$ cat src/rtl/audio_pkg.sv
// rtl/audio_pkg.sv - shared audio constants and recorder state encoding
package audio_pkg;

  // PCM sample width shared with the microphone and I2S blocks
  localparam int SAMPLE_W = 18;

  // Recorder/player FSM encoding, visible on the STATE port
  typedef enum logic [2:0] {
    ST_IDLE  = 3'd0,
    ST_REC   = 3'd1,
    ST_FETCH = 3'd2,
    ST_LOAD  = 3'd3,
    ST_OUT   = 3'd4
  } state_t;

endpackage

$ cat src/rtl/audio_rec_ctrl.sv
// rtl/audio_rec_ctrl.sv - record microphone samples to memory and play them back to I2S
module audio_rec_ctrl #(
  parameter int ADDR_W   = 14,
  parameter int SAMPLE_W = audio_pkg::SAMPLE_W
) (
  input  logic                CLK,
  input  logic                RST_N,
  input  logic                REC,
  input  logic                PLAY,
  input  logic                STOP,
  input  logic                MIC_DONE,
  input  logic [SAMPLE_W-1:0] MIC_DATA,
  output logic                MIC_ENABLE,
  output logic                MEM_WE,
  output logic [ADDR_W-1:0]   MEM_ADDR,
  output logic [SAMPLE_W-1:0] MEM_WDATA,
  input  logic [SAMPLE_W-1:0] MEM_RDATA,
  output logic                SPK_VALID,
  input  logic                SPK_READY,
  output logic [SAMPLE_W-1:0] SPK_DATA,
  output logic                BUSY,
  output logic [2:0]          STATE,
  output logic [ADDR_W:0]     LEN
);

  import audio_pkg::*;

  localparam int DEPTH = 2 ** ADDR_W;
  localparam logic [ADDR_W:0] DEPTH_V = DEPTH[ADDR_W:0];
  localparam logic [ADDR_W:0] ONE_V   = {{ADDR_W{1'b0}}, 1'b1};

  state_t state;
  state_t state_nxt;

  logic [1:0]        rst_sync;
  logic              run;
  logic [ADDR_W:0]   wr_cnt;
  logic [ADDR_W-1:0] rd_idx;
  logic [ADDR_W:0]   idx_nxt;
  logic              full;
  logic              last;
  logic              rec_go;
  logic              play_go;

  // Reset release is retimed so the FSM never leaves IDLE on a partial first cycle
  always_ff @(posedge CLK or negedge RST_N) begin
    if (!RST_N) begin
      rst_sync <= 2'b00;
    end else begin
      rst_sync <= {rst_sync[0], 1'b1};
    end
  end

  assign run     = rst_sync[1];
  assign full    = (wr_cnt == DEPTH_V);
  assign idx_nxt = {1'b0, rd_idx} + ONE_V;
  assign last    = (idx_nxt == LEN);
  // REC wins over a simultaneous PLAY; PLAY with nothing recorded is dropped
  assign rec_go  = run && REC;
  assign play_go = run && PLAY && !REC && (LEN != '0);

  // State register
  always_ff @(posedge CLK or negedge RST_N) begin
    if (!RST_N) begin
      state <= ST_IDLE;
    end else begin
      state <= state_nxt;
    end
  end

  // Next-state logic; STOP overrides everything outside IDLE
  always_comb begin
    state_nxt = state;
    unique case (state)
      ST_IDLE: begin
        if (rec_go) begin
          state_nxt = ST_REC;
        end else if (play_go) begin
          state_nxt = ST_FETCH;
        end
      end
      ST_REC: begin
        // Leave only after the final write cycle has been issued
        if (STOP || full) begin
          state_nxt = ST_IDLE;
        end
      end
      ST_FETCH: begin
        state_nxt = STOP ? ST_IDLE : ST_LOAD;
      end
      ST_LOAD: begin
        state_nxt = STOP ? ST_IDLE : ST_OUT;
      end
      ST_OUT: begin
        if (STOP) begin
          state_nxt = ST_IDLE;
        end else if (SPK_READY) begin
          state_nxt = last ? ST_IDLE : ST_FETCH;
        end
      end
      default: state_nxt = ST_IDLE;
    endcase
  end

  // State-decoded outputs
  always_comb begin
    MIC_ENABLE = (state == ST_REC) && !full;
    SPK_VALID  = (state == ST_OUT);
    BUSY       = (state != ST_IDLE);
    STATE      = state;
  end

  // Counters, memory port and speaker data register
  always_ff @(posedge CLK or negedge RST_N) begin
    if (!RST_N) begin
      wr_cnt    <= '0;
      rd_idx    <= '0;
      LEN       <= '0;
      MEM_WE    <= 1'b0;
      MEM_ADDR  <= '0;
      MEM_WDATA <= '0;
      SPK_DATA  <= '0;
    end else begin
      MEM_WE <= 1'b0;
      unique case (state)
        ST_IDLE: begin
          if (rec_go) begin
            wr_cnt <= '0;
            LEN    <= '0;
          end else if (play_go) begin
            rd_idx   <= '0;
            MEM_ADDR <= '0;
          end
        end
        ST_REC: begin
          // A strobe coinciding with STOP or a full buffer is dropped
          if (STOP) begin
            LEN <= wr_cnt;
          end else if (full) begin
            LEN <= DEPTH_V;
          end else if (MIC_DONE) begin
            MEM_WE    <= 1'b1;
            MEM_ADDR  <= wr_cnt[ADDR_W-1:0];
            MEM_WDATA <= MIC_DATA;
            wr_cnt    <= wr_cnt + ONE_V;
          end
        end
        ST_LOAD: begin
          if (!STOP) begin
            SPK_DATA <= MEM_RDATA;
          end
        end
        ST_OUT: begin
          // STOP beats READY, so an aborted sample is not advanced past
          if (!STOP && SPK_READY && !last) begin
            rd_idx   <= idx_nxt[ADDR_W-1:0];
            MEM_ADDR <= idx_nxt[ADDR_W-1:0];
          end
        end
        default: begin
        end
      endcase
    end
  end

endmodule
$ cat config.mk
export PLATFORM = sky130hd
export DESIGN_NAME = audio_rec_ctrl
export DESIGN_NICKNAME = d
export VERILOG_FILES = /design/src/rtl/audio_pkg.sv /design/src/rtl/audio_rec_ctrl.sv
export SDC_FILE = /design/constraint.sdc
export NUM_CORES = 1
export LEC_CHECK = 0
export ABC_AREA = 1
export BUFFER_PORTS_ARGS = -buffer_cell sky130_fd_sc_hd__buf_2
export CAP_MARGIN = 20
export CORE_MARGIN = 2
export CORE_UTILIZATION = 40
export DETAILED_ROUTE_END_ITERATION = 6
export SYNTH_ARGS = -nofsm -noshare
export SYNTH_HDL_FRONTEND = slang
export SYNTH_SLANG_ARGS = --single-unit
$ cat constraint.sdc
create_clock -name CLK -period 2.75 [get_ports CLK]
set_clock_uncertainty 0.2 [all_clocks]
set_input_delay 0.275 -clock CLK [delete_from_list [all_inputs] [get_ports CLK]]
set_output_delay 0.275 -clock CLK [all_outputs]
set_load 0.01 [all_outputs]
==> results of run 1 <==
## logic make-up after synthesis
group	synth area share (%)
flops	48.7
buf+inv	6.98
fa+ha+maj	0.730
xor+xnor	2.14
mux	3.94
compound gates	5.99
other cells	0.0729
simple gates	31.5
## power by group through the flow
stage,logic (mW),clock network [mW],registers (mW)
after floorplan,0.897,0,2.18
after global placement,1.73,0,2.04
after detailed placement,1.76,0,2.04
after CTS,1.79,1.49,2.03
after global routing,2.06,1.54,2.08
final,1.86,1.46,2.03
## per-layer routing
| layer | wire, µm | share of wire, % | vias to the layer above |
|---|---|---|---|
| met2 | 7450 | 48 | 216 |
| met4 | 296 | 1.9 | 0 |
| li1 | - | - | 2418 |
| met3 | 1330 | 8.5 | 29 |
| met1 | 6520 | 42 | 2354 |
| met5 | 0 | 0 | - |
## path summary, 6_finish.rpt
check,start,to,cells after the start
max,rd_idx[1]$_DFFE_PN0P_,MEM_ADDR[9]$_DFFE_PN0P_,17
max in group asynchronous,RST_N,rd_idx[0]$_DFFE_PN0P_,3
min,SPK_READY,STATE[2]$_DFFE_PN0P_,4
min in group asynchronous,RST_N,LEN[7]$_DFFE_PN0P_,2
min reg2reg,rst_sync[0]$_DFF_PN0_,rst_sync[1]$_DFF_PN0_,0
max reg2reg,rd_idx[1]$_DFFE_PN0P_,MEM_ADDR[9]$_DFFE_PN0P_,17
## stage by stage
step / cell area [µm²] / setup TNS (ns) / instances / power (mW) / hold WS (ns)
5_1_grt: 6740 / -0.00224 / 975 / 5.68 / 0.0663
2_1_floorplan: 5140 / 0 / 638 / 3.07 / -0.221
3_5_place_dp: 5960 / 0 / 919 / 3.80 / 0.0608
3_3_place_gp: 5960 / 0 / 919 / 3.77 / 0.0560
6_report: 6740 / 0 / 975 / 5.34 / 0.0337
4_1_cts: 6670 / 0 / 972 / 5.31 / 0.0297
## placed cells by master (no fill, tap or decap), drive strengths merged, types with 7 or more instances in the layout
cell type    synthesis  layout
buf                  7     133
nor2                53      53
nor3                12      12
dfrtp              100     100
clkbuf              15       9
nand3               45      46
o22ai               12      12
o21ai               14      14
mux2                18      18
dlygate4sd3          0      37
nor4                 7       7
nand4               33      33
xor2                10      10
inv                 62      65
nand2              219     219
## worst max-delay path: stages, from the launching register on
cell	delay (ns)
dfrtp_1	0.44
ha_4	0.17
nand2_2	0.10
nor2_4	0.20
nand2_1	0.09
nand2_1	0.07
nand2_1	0.12
nand2_1	0.09
nand2_1	0.05
nor2_1	0.07
nand2_1	0.05
nor2_1	0.11
nand3_1	0.13
nand2_2	0.10
nand2_4	0.10
buf_4	0.18
nand4_1	0.09
nand2_1	0.08
## layout make-up
class                           instances  area share, %
Timing Repair Buffer                  170           16.4
Sequential cell                       100           37.2
Inverter                               65           3.62
Tap cell                              172           3.20
Multi-Input combinational cell        452           34.5
Clock buffer                            9           3.34
Clock inverter                          7           1.71
## state kept, by name, summed over array words and instances, names as in the netlist
name,flops
SPK_DATA,18
MEM_WE,1
MEM_ADDR,14
rst_sync,2
STATE,3
LEN,15
rd_idx,14
wr_cnt,15
MEM_WDATA,18
## repair_timing
| item | CTS | global route |
|---|---|---|
| endpoints found under the hold margin | 66 | 0 |
| setup buffers | 0 | 2 |
| hold buffers | 37 | 0 |
| endpoints found under the setup margin | 0 | 29 |
| resized for setup | 0 | 10 |
==> impl_metrics.tcl, run 1 <==
set metrics [dict create \
    dieHeight_um 117 \
    met3_usage_pct 7.15 \
    synthTopCellsByArea "dfrtp_1 49%, nand2_1 16%, inv_1 4.4%" \
    grt_busiest_layer "met2" \
    syn_to_final_growth_pct 31.0 \
    yosysSeqAreaShare_pct 48.7 \
    report.final.slew_viol_count 0 \
    synth.net_count 684 \
    synth_edf_count 0 \
    final_nets 844 \
    crit_required_ns 2.80 \
    synth_warnings 0 \
    vias 5017 \
    grt_usage_pct 23.4 \
    dieArea_mm2 0.0138 \
    drive_gt1_share_pct 23.5 \
    use_met1_pct 29.3 \
    seqPwrFrac_pct 38.0 \
    leakagePower_nw 3.40 \
    avgSynthCellArea_um2 8.06 \
    ir_drop_mv 0.463 \
    start_kind "flip-flop" \
    use_met2_pct 39.2 \
    cts-buffers-inserted 9 \
    setup.worst_path.end_class "flip-flop" \
    place_ws_ns 0.122 \
    yosysTopAreaCellShare_pct 48.7 \
    cts-htree-levels 3 \
    numClockSinks 100 \
    clk_transition_reported_paths_ns 0.07 \
    worst_slack_ns 0.196 \
    drt_drc_violations_left 0 \
    p_sw_share_pct 37.3 \
    grt_max_degree 48 \
    diodes 0 \
    synth.distinct_cells 34 \
    syn_inst 638 \
    fin_crit_ns 2.55 \
    p_per_area_mw_per_mm2 794 \
    crit_fanout 6 \
    start_util_pct 40.9 \
    internal_power_mw 3.35 \
    ys.flop_type "dfrtp_1" \
    n_fill_cell 1205 \
    gp_congestion 0.944 \
    cp_data_arrival_time_ns 2.60 \
    fin_crit_sh_pct 92.9 \
    cts-root-buf "clkbuf_16" \
    grt_pass1_wl_mm 25.7 \
    cap_violations 0 \
    dr.pass1.iters 5 \
    reg2reg_slack_ns 0.20 \
    clk_path_buf_depth 2 \
    synth.largest_area_cell "dfrtp_1" \
    wire_per_inst_um 16.0 \
    status "finished clean" \
    max_freq_mhz 392 \
    yosysMostFrequentCell "nand2_1" \
    drt_wl_total_mm 15.6 \
    syn-cell-area_mm2 0.00514 \
    pin_count 115 \
    antenna_left 0 \
    synthArstFlopShare_pct 100 \
    numPortBuffers 114 \
    drt_iter0_markers 391 \
    pwr-share-comb_pct 34.7 \
    worstMarginPinSlew_ns 0.781 \
    worstSkewPairLatency_ns 0.36 \
    finalHoldViolCount 0 \
    p_clk_share_pct 27.3 \
    synth_common_cells "216 x nand2_1, 100 x dfrtp_1, 60 x inv_1" \
    ys_ff_latch 100 \
    netSwitchingPower_mw 1.99 \
    via_per_inst 5.15 \
    multi_input_area_mm2 0.00233 \
    grt_pass1_vias 5081 \
    seqCellArea_mm2 0.00250 \
    cts_tree "done" \
    place.detailed.hpwl_mm 10.9 \
    rows 41 \
    grt_overflow 0 \
    core_area_mm2 0.0126 \
    setup_violations 0 \
    relSlewSlack_pct 47.9 \
    antenna_found_initial 0 \
    final_util_pct 53.6 \
    die_w_um 117 \
    critical_path_class "reg2reg" \
    hold_class "in2reg" \
]
(Power assumes the default switching activity.)
==> inputs of run 2 (changes only) <==
- RECOVER_POWER: unset -> 25
==> run 2 against run 1 <==
  * Design area fell by 0.26%
  * Flip-flop and latch count did not move
  * First-iteration DRC count rose by 7.9%
  * Fmax rose by 0.17%
  * Via count rose by 0.12%
  * Register-to-register slack barely moved
  * Final cell count did not move
  * Combinational power barely moved
  * Power fell by 0.14%
  * Largest cell class unchanged
==> impl_metrics.tcl, run 2 (synthesized netlist as in run 1, its figures left out) <==
set metrics [dict create \
    drt_wl_total_mm 15.6 \
    critical_path_class "reg2reg" \
    cp_common_cell "nand2_1" \
    start_util_pct 40.9 \
    setup_violations 0 \
    hold_start "SPK_READY" \
    r2r_start "rd_idx[1]$_DFFE_PN0P_" \
    crit_path_start "rd_idx[1]$_DFFE_PN0P_" \
    numPortBuffers 114 \
    cts-htree-levels 3 \
    final_common_cell "nand2_1" \
    antenna_left 0 \
    diodes 0 \
    vias 5023 \
    crit_required_ns 2.80 \
    report.final.slew_viol_count 0 \
    clk_transition_reported_paths_ns 0.07 \
    pin_count 115 \
    via_per_inst 5.15 \
    grt_usage_pct 23.4 \
    max_freq_mhz 392 \
    crit_fanout 6 \
    drt_drc_violations_left 0 \
    critical_path.slowest_cell "dfrtp_1" \
    leakagePower_nw 3.39 \
    cp_data_arrival_time_ns 2.60 \
    dieHeight_um 117 \
    drt_iter0_markers 422 \
    hold_class "in2reg" \
    rr_worst_depth 17 \
    gp_congestion 0.944 \
    cts-buffers-inserted 9 \
    power_mw 5.34 \
    final_cell_mix "215 x nand2_1, 114 x buf_2, 99 x dfrtp_1" \
    reg2reg_slack_ns 0.20 \
    fin_crit_sh_pct 92.7 \
    antenna_found_initial 0 \
    grt_pass1_vias 5081 \
    dieArea_mm2 0.0138 \
    clk_path_buf_depth 2 \
    cts-root-buf "clkbuf_16" \
    worstMarginPinSlew_ns 1.04 \
    cp_cell_sequence "ha_4 > nand2_2 > nor2_4 > nand2_1 > nand2_1 > nand2_1 > nand2_1 > nand2_1 > nor2_1 > nand2_1 > nor2_1 > nand3_1 > nand2_2 > nand2_4 > buf_4 > nand4_1 > nand2_1" \
    start_kind "flip-flop" \
    critical_path_buf_inv_count 1 \
    hold_end "STATE[2]$_DFFE_PN0P_" \
    cts_tree "done" \
    placed_area_mm2 0.00596 \
    drive_gt1_share_pct 23.5 \
    critical_path.top_delay_family "simple AND/OR/NAND/NOR gates" \
    place.detailed.hpwl_mm 10.9 \
    relSlewSlack_pct 30.4 \
    numClockSinks 100 \
    final_nets 844 \
    largest_registers "MEM_WDATA (18), SPK_DATA (18)" \
    wire_per_inst_um 16.0 \
    finalHoldViolCount 0 \
    finalNonFillerCells 975 \
    setup.worst_path.end_class "flip-flop" \
    grt_max_degree 48 \
    slowest_delay_ns 0.43 \
    grt_overflow 0 \
    fin_crit_ns 2.55 \
    hold_path_depth 4 \
    dpl.cell_count 919 \
    ir_drop_mv 0.462 \
    cap_violations 0 \
    die_w_um 117 \
    dr.pass1.iters 5 \
    p_per_area_mw_per_mm2 794 \
    reg2reg_to "MEM_ADDR[10]$_DFFE_PN0P_" \
    core_area_mm2 0.0126 \
    syn_to_final_growth_pct 30.6 \
    finalInstanceArea_mm2 0.00672 \
    rows 41 \
    worstSkewPairLatency_ns 0.36 \
    status "finished clean" \
    grt_pass1_wl_mm 25.7 \
]
-- run 2: worst max path at each step --
stage | endpoint | slack (ns) | cells past startpoint
2_1_floorplan | rd_idx[0]$_DFFE_PN0P_ | 0.47 | 18
3_3_place_gp | rd_idx[1]$_DFFE_PN0P_ | 0.21 | 16
3_5_place_dp | rd_idx[7]$_DFFE_PN0P_ | 0.12 | 16
4_1_cts | rd_idx[7]$_DFFE_PN0P_ | 0.09 | 16
5_1_grt | MEM_ADDR[11]$_DFFE_PN0P_ | -0.002 | 17
6_report | MEM_ADDR[10]$_DFFE_PN0P_ | 0.20 | 17
-- run 2: routing by layer --
layer | wire length, µm | track usage, % | up-vias
met5 | 0 | 0 | -
met4 | 320 | 6.63 | 0
met3 | 1250 | 7.15 | 27
met2 | 7470 | 39.2 | 198
met1 | 6570 | 29.3 | 2384
li1 | - | - | 2414
-- run 2: through the flow --
step	util, %	TNS [ns]	worst slack, ns	hold WS [ns]
after floorplan	-	0	0.473	-0.221
after global routing	53.4	-0.00224	-0.00224	0.0663
final	53.4	0	0.201	0.0310
after global placement	47.4	0	0.209	0.0560
after CTS	53.0	0	0.0878	0.0297
after detailed placement	47.4	0	0.122	0.0608
-- run 2: where the power goes --
| group | internal (mW) | switching (mW) | total (mW) |
|---|---|---|---|
| clock network | 0.822 | 0.636 | 1.46 |
| registers | 1.81 | 0.217 | 2.03 |
| logic | 0.713 | 1.14 | 1.85 |
| total | 3.35 | 1.99 | 5.34 |
-- run 2: worst min-delay path, cell delays in order --
cell,delay [ns]
buf_2,0.08
inv_1,0.04
nand3_1,0.10
nand2_1,0.06
-- run 2: final cells by class --
type / instances / area (µm²)
Tap cell: 172 / 215
Sequential cell: 100 / 2500
Clock inverter: 7 / 115
Timing Repair Buffer: 170 / 1090
Clock buffer: 9 / 225
Fill cell: 1207 / 5850
Inverter: 65 / 244
Multi-Input combinational cell: 452 / 2330
-- run 2: timing repair --
| action | in CTS | in global routing |
|---|---|---|
| setup buffers | 0 | 2 |
| gates resized for setup | 0 | 10 |
| endpoints found under the hold margin | 66 | 0 |
| hold buffers | 37 | 0 |
| endpoints found under the setup margin | 0 | 29 |
